`src/rtl/sweep_pattern_gen.sv`:
```
// sweep_pattern_gen: WIDTH-bit bounce/rotate/fill-bar mask stepped by a prescaled tick edge.
// Define SWEEP_PATTERN_SYNC_EN to pass tick_i and en_i through 2-flop synchronisers.
module sweep_pattern_gen #(
    parameter int WIDTH = 8,
    parameter int TAIL  = 1,
    parameter int DIV_W = 4
) (
    input  logic             clk_i,
    input  logic             arstn_i,
    input  logic             en_i,
    input  logic             tick_i,
    input  logic [1:0]       mode_i,
    input  logic [DIV_W-1:0] div_i,
    output logic [WIDTH-1:0] mask_o,
    output logic             dir_o,
    output logic             limit_o
);
    localparam int PW = $clog2(WIDTH) + 1;
    localparam logic [PW-1:0] PMAX = PW'(WIDTH - TAIL);
    localparam logic [PW-1:0] LAST = PW'(WIDTH - 1);
    localparam logic [1:0] BNC = 2'd0, RUP = 2'd1, RDN = 2'd2, FILL = 2'd3;

    typedef enum logic [1:0] {IDLE, LOAD, RUN} state_t;

    state_t           state, state_n;
    logic [PW-1:0]    pos, pos_n;
    logic             dir_n, lim_n;
    logic [DIV_W-1:0] cnt, cnt_n;
    logic [1:0]       mode_q, mode_n;
    logic [WIDTH-1:0] mask_n;
    logic             tick_s, en_s, tick_q, tick_rise;

`ifdef SWEEP_PATTERN_SYNC_EN
    logic [1:0] tick_sync, en_sync;
    always_ff @(posedge clk_i or negedge arstn_i) begin
        if (!arstn_i) begin
            tick_sync <= '0;
            en_sync   <= '0;
        end else begin
            tick_sync <= {tick_sync[0], tick_i};
            en_sync   <= {en_sync[0], en_i};
        end
    end
    assign tick_s = tick_sync[1];
    assign en_s   = en_sync[1];
`else
    assign tick_s = tick_i;
    assign en_s   = en_i;
`endif

    assign tick_rise = tick_s & ~tick_q;

    function automatic logic [WIDTH-1:0] pattern(input logic [1:0] m, input logic [PW-1:0] p);
        logic [PW-1:0] d;
        pattern = '0;
        for (int i = 0; i < WIDTH; i++) begin
            d = (PW'(i) >= p) ? PW'(i) - p : PW'(i) + PW'(WIDTH) - p;
            pattern[i] = (m == FILL) ? (PW'(i) <= p) : (d < PW'(TAIL));
        end
    endfunction

    always_comb begin
        state_n = state;
        pos_n   = pos;
        dir_n   = dir_o;
        cnt_n   = cnt;
        mode_n  = mode_q;
        mask_n  = mask_o;
        lim_n   = 1'b0;
        if (!en_s) begin
            state_n = IDLE;
            mask_n  = '0;
            dir_n   = 1'b0;
            cnt_n   = '0;
        end else begin
            unique case (state)
                IDLE: begin
                    mask_n  = '0;
                    state_n = LOAD;
                end
                LOAD: begin
                    pos_n   = '0;
                    dir_n   = (mode_i == RDN);
                    cnt_n   = '0;
                    mode_n  = mode_i;
                    mask_n  = pattern(mode_i, '0);
                    state_n = RUN;
                end
                default: begin
                    if (mode_i != mode_q) begin
                        state_n = LOAD;
                    end else if (tick_rise) begin
                        cnt_n = (cnt >= div_i) ? '0 : cnt + 1'b1;
                        if (cnt >= div_i) begin
                            unique case (mode_q)
                                BNC: begin
                                    if (PMAX == '0) begin
                                        lim_n = 1'b1;
                                    end else begin
                                        pos_n = dir_o ? pos - 1'b1 : pos + 1'b1;
                                        lim_n = dir_o ? (pos_n == '0) : (pos_n == PMAX);
                                    end
                                    dir_n = dir_o ^ lim_n;
                                end
                                RDN: begin
                                    lim_n = (pos == '0);
                                    pos_n = lim_n ? LAST : pos - 1'b1;
                                    dir_n = 1'b1;
                                end
                                default: begin
                                    lim_n = (pos == LAST);
                                    pos_n = lim_n ? '0 : pos + 1'b1;
                                    dir_n = 1'b0;
                                end
                            endcase
                            mask_n = pattern(mode_q, pos_n);
                        end
                    end
                end
            endcase
        end
    end

    always_ff @(posedge clk_i or negedge arstn_i) begin
        if (!arstn_i) begin
            state   <= IDLE;
            pos     <= '0;
            dir_o   <= 1'b0;
            cnt     <= '0;
            mode_q  <= BNC;
            mask_o  <= '0;
            limit_o <= 1'b0;
            tick_q  <= 1'b0;
        end else begin
            state   <= state_n;
            pos     <= pos_n;
            dir_o   <= dir_n;
            cnt     <= cnt_n;
            mode_q  <= mode_n;
            mask_o  <= mask_n;
            limit_o <= lim_n;
            tick_q  <= tick_s;
        end
    end
endmodule

```
`config.mk`:
```
export PLATFORM = sky130hd
export DESIGN_NAME = sweep_pattern_gen
export DESIGN_NICKNAME = d
export VERILOG_FILES = /design/src/rtl/sweep_pattern_gen.sv
export SDC_FILE = /design/constraint.sdc
export NUM_CORES = 1
export LEC_CHECK = 0
export ABC_AREA = 1
export CORE_UTILIZATION = 57
export CTS_CLUSTER_DIAMETER = 40
export DETAILED_ROUTE_END_ITERATION = 8
export DONT_BUFFER_PORTS = 1
export PLACE_DENSITY = 0.72
export SYNTH_ARGS = -nofsm -noshare
export SYNTH_HDL_FRONTEND = slang
export SYNTH_SLANG_ARGS = --single-unit
```
`constraint.sdc`:
```
create_clock -name clk_i -period 2.4 [get_ports clk_i]
set_clock_uncertainty 0.2 [all_clocks]
set_input_delay 0.36 -clock clk_i [delete_from_list [all_inputs] [get_ports clk_i]]
set_output_delay 0.36 -clock clk_i [all_outputs]
set_load 0.01 [all_outputs]
```
Yosys cells after proc, flatten, opt, wreduce, memory -nomap -nowiden:

Index checks and enable logic that the tools add are counted.

* flip-flop bits (word level): 23
* logic and storage cells: 145

* add/subtract/negate cells: 19
* $lt $le $gt $ge: 25
* eq/ne operators: 16
* mux-type cells: 61
* bitwise logic cells: 4
* reductions and logical operators: 12

Operators by type and width (number)
* 2-to-1 mux 4 bit: 23
* < comparator 4 x 1 -> 1 bit (second input constant): 8
* 2-to-1 mux 8 bit: 4
* subtractor 4 bit (first input constant): 8
* 2-to-1 mux 1 bit: 24
* case mux 4 bit (2 select lines): 3
* >= comparator 3 x 4 -> 1 bit (first input constant): 4
* less-or-equal comparator 3 x 4 -> 1 bit (first input constant): 4
* case mux 8 bit (2 select lines): 1
* subtractor 3 x 4 -> 4 bit (first input constant): 4
* != test 4 x 1 -> 1 bit (second input constant): 3
* adder 4 x 1 -> 4 bit (second input constant): 2
* equality test 4 x 3 -> 1 bit (second input constant): 2
* >= comparator 1 x 4 -> 1 bit (first input constant): 2
* >= comparator 2 x 4 -> 1 bit (first input constant): 2
* less-or-equal comparator 1 x 4 -> 1 bit (first input constant): 2
* less-or-equal comparator 2 x 4 -> 1 bit (first input constant): 2
* logical NOT 4 bit: 2
* subtractor 1 x 4 -> 4 bit (first input constant): 2
* subtractor 2 x 4 -> 4 bit (first input constant): 2
* equality test 2 bit (second input constant): 3
* != test 3 x 1 -> 1 bit (second input constant): 2
* case mux 1 bit (2 select lines): 3
* AND reduction 3 bit: 2
* 19 further kinds: 23

Longest topological paths before layout:

* depth after elaboration: 17
* depth in mapped cells: 20
* gate-level depth less buffers: 20

Least setup slack after synthesis:

Ideal clock, no wire load.

* kind: reg2reg
* start point: register pos[0]
* end point: register mask_o[1]
* setup time: 116 ps
* data arrival time: 2058 ps
* required time: 2084 ps
* path slack: 25 ps
* stages on the path, launching flop included: 17
* path buffers: 0
* clock period less this slack: 2375 ps
* cells stage by stage: dfrtp_1 inv_2 ha_1 xnor2_1 nand2_2 nand2_2 nor2_4 inv_2 ha_1 inv_1 nand2_1 nand2_1 nand3_1 nand3_1 nand2_1 nand2_1 nand2_1

* longest elaborated chain between the ends: 17
* elaborated cells between the ends (all ways): 25

RTL lines
* start: declaration: RTL line 26 `logic [PW-1:0] pos, pos_n;`
* start signal: assignment: RTL line 136 `pos <= pos_n;`
* adder 4 x 1 -> 4 bit (tied with other cells): RTL line 100, 112
* 2-to-1 mux 4 bit, on equally long branches: RTL line 112, 100, 107
* case mux 4 bit (2 select lines) *: RTL line 95 `unique case (mode_q)`
* 2-to-1 mux 4 bit *: RTL line 94 `if (cnt >= div_i) begin`
* 2-to-1 mux 4 bit *: RTL line 92 `end else if (tick_rise) begin`
* 2-to-1 mux 4 bit *: RTL line 90 `if (mode_i != mode_q) begin`
* 2-to-1 mux 4 bit *: RTL line 76 `unique case (state)`
* 2-to-1 mux 4 bit *: RTL line 70 `if (!en_s) begin`
* subtractor 4 bit (tied with other cells): RTL line 57 `d = (PW'(i) >= p) ? PW'(i) - p : PW'(i) + PW'(WIDTH) - p;`
* 2-to-1 mux 4 bit: RTL line 57
* < comparator 4 x 1 -> 1 bit: RTL line 58 `pattern[i] = (m == FILL) ? (PW'(i) <= p) : (d < PW'(TAIL));`
* 2-to-1 mux 1 bit *: RTL line 58
* 2-to-1 mux 8 bit *: RTL line 94
* 2-to-1 mux 8 bit *: RTL line 92
* 2-to-1 mux 8 bit *: RTL line 90
* case mux 8 bit (2 select lines) *: RTL line 76
* 2-to-1 mux 8 bit *: RTL line 70
* end signal: assignment: RTL line 140 `mask_o <= mask_n;`
* end: declaration: RTL line 14 `output logic [WIDTH-1:0] mask_o,`

Every way passes the cells marked *; elsewhere a longest branch is shown, timed or not. The select of a mux whose other input is x is not followed.
A chain may end at the register's enable or synchronous reset.

Worst setup path after layout:

* start point: register pos[1]
* end point: register mask_o[5]

* longest elaborated chain between the ends: 17
* elaborated cells between the ends (all ways): 25

RTL lines (RTL line)
* adder 4 x 1 -> 4 bit (tied with other cells): 100, 112
* 2-to-1 mux 4 bit, on equally long branches: 112, 100, 107
* case mux 4 bit (2 select lines) *: 95
* 2-to-1 mux 4 bit *: 94
* 2-to-1 mux 4 bit *: 92
* 2-to-1 mux 4 bit *: 90
* 2-to-1 mux 4 bit *: 76
* 2-to-1 mux 4 bit *: 70
* subtractor 4 bit (tied with other cells): 57
* 2-to-1 mux 4 bit: 57
* < comparator 4 x 1 -> 1 bit: 58
* 2-to-1 mux 1 bit *: 58
* 2-to-1 mux 8 bit *: 94
* 2-to-1 mux 8 bit *: 92
* 2-to-1 mux 8 bit *: 90
* case mux 8 bit (2 select lines) *: 76
* 2-to-1 mux 8 bit *: 70

Marked as above.

==> flow_summary_export.csv <==
group,metric,value,unit
status,status,"complete, no violations",
cts,clk_pin_slew,140,ps
pwr,combPwrFrac,0.631,
setup_path,crit_fanout,5,
global_route,grt_max_degree,24,
final_layout,fin_area,2220,um^2
synthesis,yosysWarnings,0,
final_layout,ff_latch_area,577,um^2
pwr,p_switching,818,uW
sta,worst_pin_slew,1070,ps
global_route,antenna_found_initial,0,
sta,finalHoldViolations,0,
sta,setup_viol,0,
pwr,power_density,793,nW/um^2
die,ios,20,
sta,fmax,436,MHz
detailed_routing,wl,4400,um
cts,cts_max_path_buffers,2,
synthesis,synthArstFlopShare,1.00,
cts,cts_num_sinks,23,
global_route,grt_pass1_vias,1594,
sta,rsz0062_at_grt,"yes",
place,place_ws,-32.6,ps
detailed_routing,drtIter0Drc,73,
pwr,ir_drop,0.000523,V
pwr,clkPwrFrac,0.110,
synthesis,syn_nets,283,
place,gp_congestion,0.874,
synthesis,synth_ff_type,"dfrtp_1",
cts,cts_tree,"done",
synthesis,synth.top_cell.area_share,0.310,
synthesis,synth_common_cells,"nand2_1, nand3_1, inv_1, dfrtp_1, nor2_1",
pwr,seqPwrFrac,0.259,
place,port_buffers,0,
final_layout,n_fill_cell,256,
pwr,power,1760,uW
sta,tns,0,ps
sta,max-slew-margin-rel,0.282,
sta,setup_slack,109,ps
cts,cts_buffers,3,
detailed_routing,antenna_left,0,
synthesis,synth_area_leader_cell,"dfrtp_1",
final_layout,drive_gt1_frac,0.246,
sta,fin_crit,2290,ps
cts,cts_max_level,1,
min_path,hold_path_class,"input port to flop",
detailed_routing,route.detailed.wl_per_inst,13.4,um
synthesis,synth_area,1850,um^2
die,die_h,59.0,um
sta,period_share,0.955,
setup_path,critPathKind,"flop to flop",
detailed_routing,vias,1797,
setup_path,start_kind,"flop",
pwr,internal_power,939,uW
final_layout,multi_input_area,1220,um^2
cts,worstSkewPairLatency,330,ps
die,start_util,0.602,
synthesis,synth_area_leaders,"dfrtp_1, nand2_1, ha_1, nand3_1, inv_1",
setup_path,critical_path_arrival,2340,ps
detailed_routing,drt_first_pass_iters,4,
synthesis,synth.most_common_cell,"nand2_1",
place,detailed_place_hpwl,3090,um
pwr,switching_share,0.466,
final_layout,antenna_cells,0,
global_route,overflow,0,
pwr,leakage,0.00115,uW
setup_path,endpoint_kind,"flop",
sta,slew_viol_final,0,
flow_run,drv_cap,0,
die,rows,20,
place,placed_cell_area,1960,um^2
detailed_routing,via_per_inst,5.46,
synthesis,synthDistinctLibCells,32,
final_layout,final_nets,308,
synthesis,synth_seq_area_share,0.310,
synthesis,synth-edff-count,0,
synthesis,avgSynthCellArea,7.10,um^2
final_layout,syn_to_final_growth,19.5,%
die,core_area,3080,um^2
setup_path,required,2440,ps
synthesis,netlist_instances,261,
global_route,grt_pass1_wl,6960,um
global_route,grt_usage,0.261,
die,dieArea,3490,um^2
cts,cts_root_buf,"clkbuf_4",
die,chipWidth,59.0,um
synthesis,synth-seq-cells,23,
detailed_routing,drc,0,
==> cell type report <==
class | instances | area share
clock inverter | 1 | 0.00226
inverter | 39 | 0.0683
sequential | 23 | 0.260
multi-input combinational | 198 | 0.552
tap | 44 | 0.0248
clock buffer | 3 | 0.0102
timing repair buffer | 21 | 0.0819
==> placed cells by master (no fill, tap or decap), types with 4 or more instances in the layout <==
cell and instances:
a21oi_1 5, buf_4 16, dfrtp_1 22, ha_1 6
ha_4 4, inv_1 24, inv_2 12, nand2_1 69
nand2_2 12, nand3_1 26, nand3_2 4, nand4_1 9
nor2_1 16, o211ai_1 4, o21ai_0 8, o21ai_1 4
o22ai_1 4
==> path summary, 6_finish.rpt <==
kind | startpoint | to | slack, ps | depth (start not counted)
max | pos[1] | mask_o[5] | 110 | 16
min | en_i | state[1] | 7 | 2
max reg2reg | pos[1] | mask_o[5] | 110 | 16
min reg2reg | state[0] | state[0] | 320 | 2
max in group asynchronous | arstn_i | pos[2] | 820 | 1
min in group asynchronous | arstn_i | mask_o[6] | 450 | 1
==> routing by layer <==
metal,share of wire,up-vias,wire [um],global-route usage
li1,-,915,-,-
met1,0.45,818,1960,0.341
met2,0.49,56,2170,0.451
met3,0.041,8,181,0.0306
met4,0.022,0,95,0.0816
met5,0,-,0,0
==> worst max-delay path: stages (launching register included) <==
cell and delay, ps:
dfrtp_1 430, inv_2 80, ha_4 270, xnor2_4 130, nand2_2 60, nand2_2 50, nor2_4 200, inv_4 90
buf_6 140, o21ai_4 160, nand2_1 70, nand2_1 60, nand2_1 50, nand2_1 50, nand2_1 40, nand2_1 60
nand2_1 40
==> power groups by stage <==
stage | clock network [uW] | registers (uW) | logic, uW
3_3_place_gp | 0 | 456 | 854
5_1_grt | 214 | 460 | 1220
2_1_floorplan | 0 | 455 | 652
3_5_place_dp | 0 | 457 | 863
4_1_cts | 195 | 449 | 880
6_report | 194 | 455 | 1110
==> flip-flops by register name, summed over array words and instances, names as in the netlist <==
| name | count |
|---|---|
| mask_o | 8 |
| mode_q | 2 |
| state | 2 |
| tick_q | 1 |
| pos | 4 |
| cnt | 4 |
| limit_o | 1 |
| dir_o | 1 |
==> repair_timing <==
| item | CTS | global route |
|---|---|---|
| setup buffers | 3 | 7 |
| hold buffers | 3 | 0 |
| gates resized for setup | 1 | 24 |
| pin swaps | 1 | 13 |
| hold endpoints to repair | 25 | 0 |
| endpoints found under the setup margin | 3 | 4 |
| cloned | 0 | 0 |
==> cells by family after synthesis <==
logic type      Yosys count  share of synthesized area
compound gates           37                      0.134
fa+ha+maj                12                     0.0810
xor+xnor                  4                     0.0189
flops                    23                      0.310
simple gates            145                      0.372
buf+inv                  40                     0.0843
==> stage by stage <==
stage / instances / utilization / hold WS [ps]
2_1_floorplan: 261 / - / -136
3_3_place_gp: 312 / 0.637 / -135
3_5_place_dp: 312 / 0.637 / -135
4_1_cts: 322 / 0.667 / 2.07
5_1_grt: 329 / 0.720 / 13.0
6_report: 329 / 0.720 / 7.38
No activity file was read; power rests on OpenSTA's default activity.
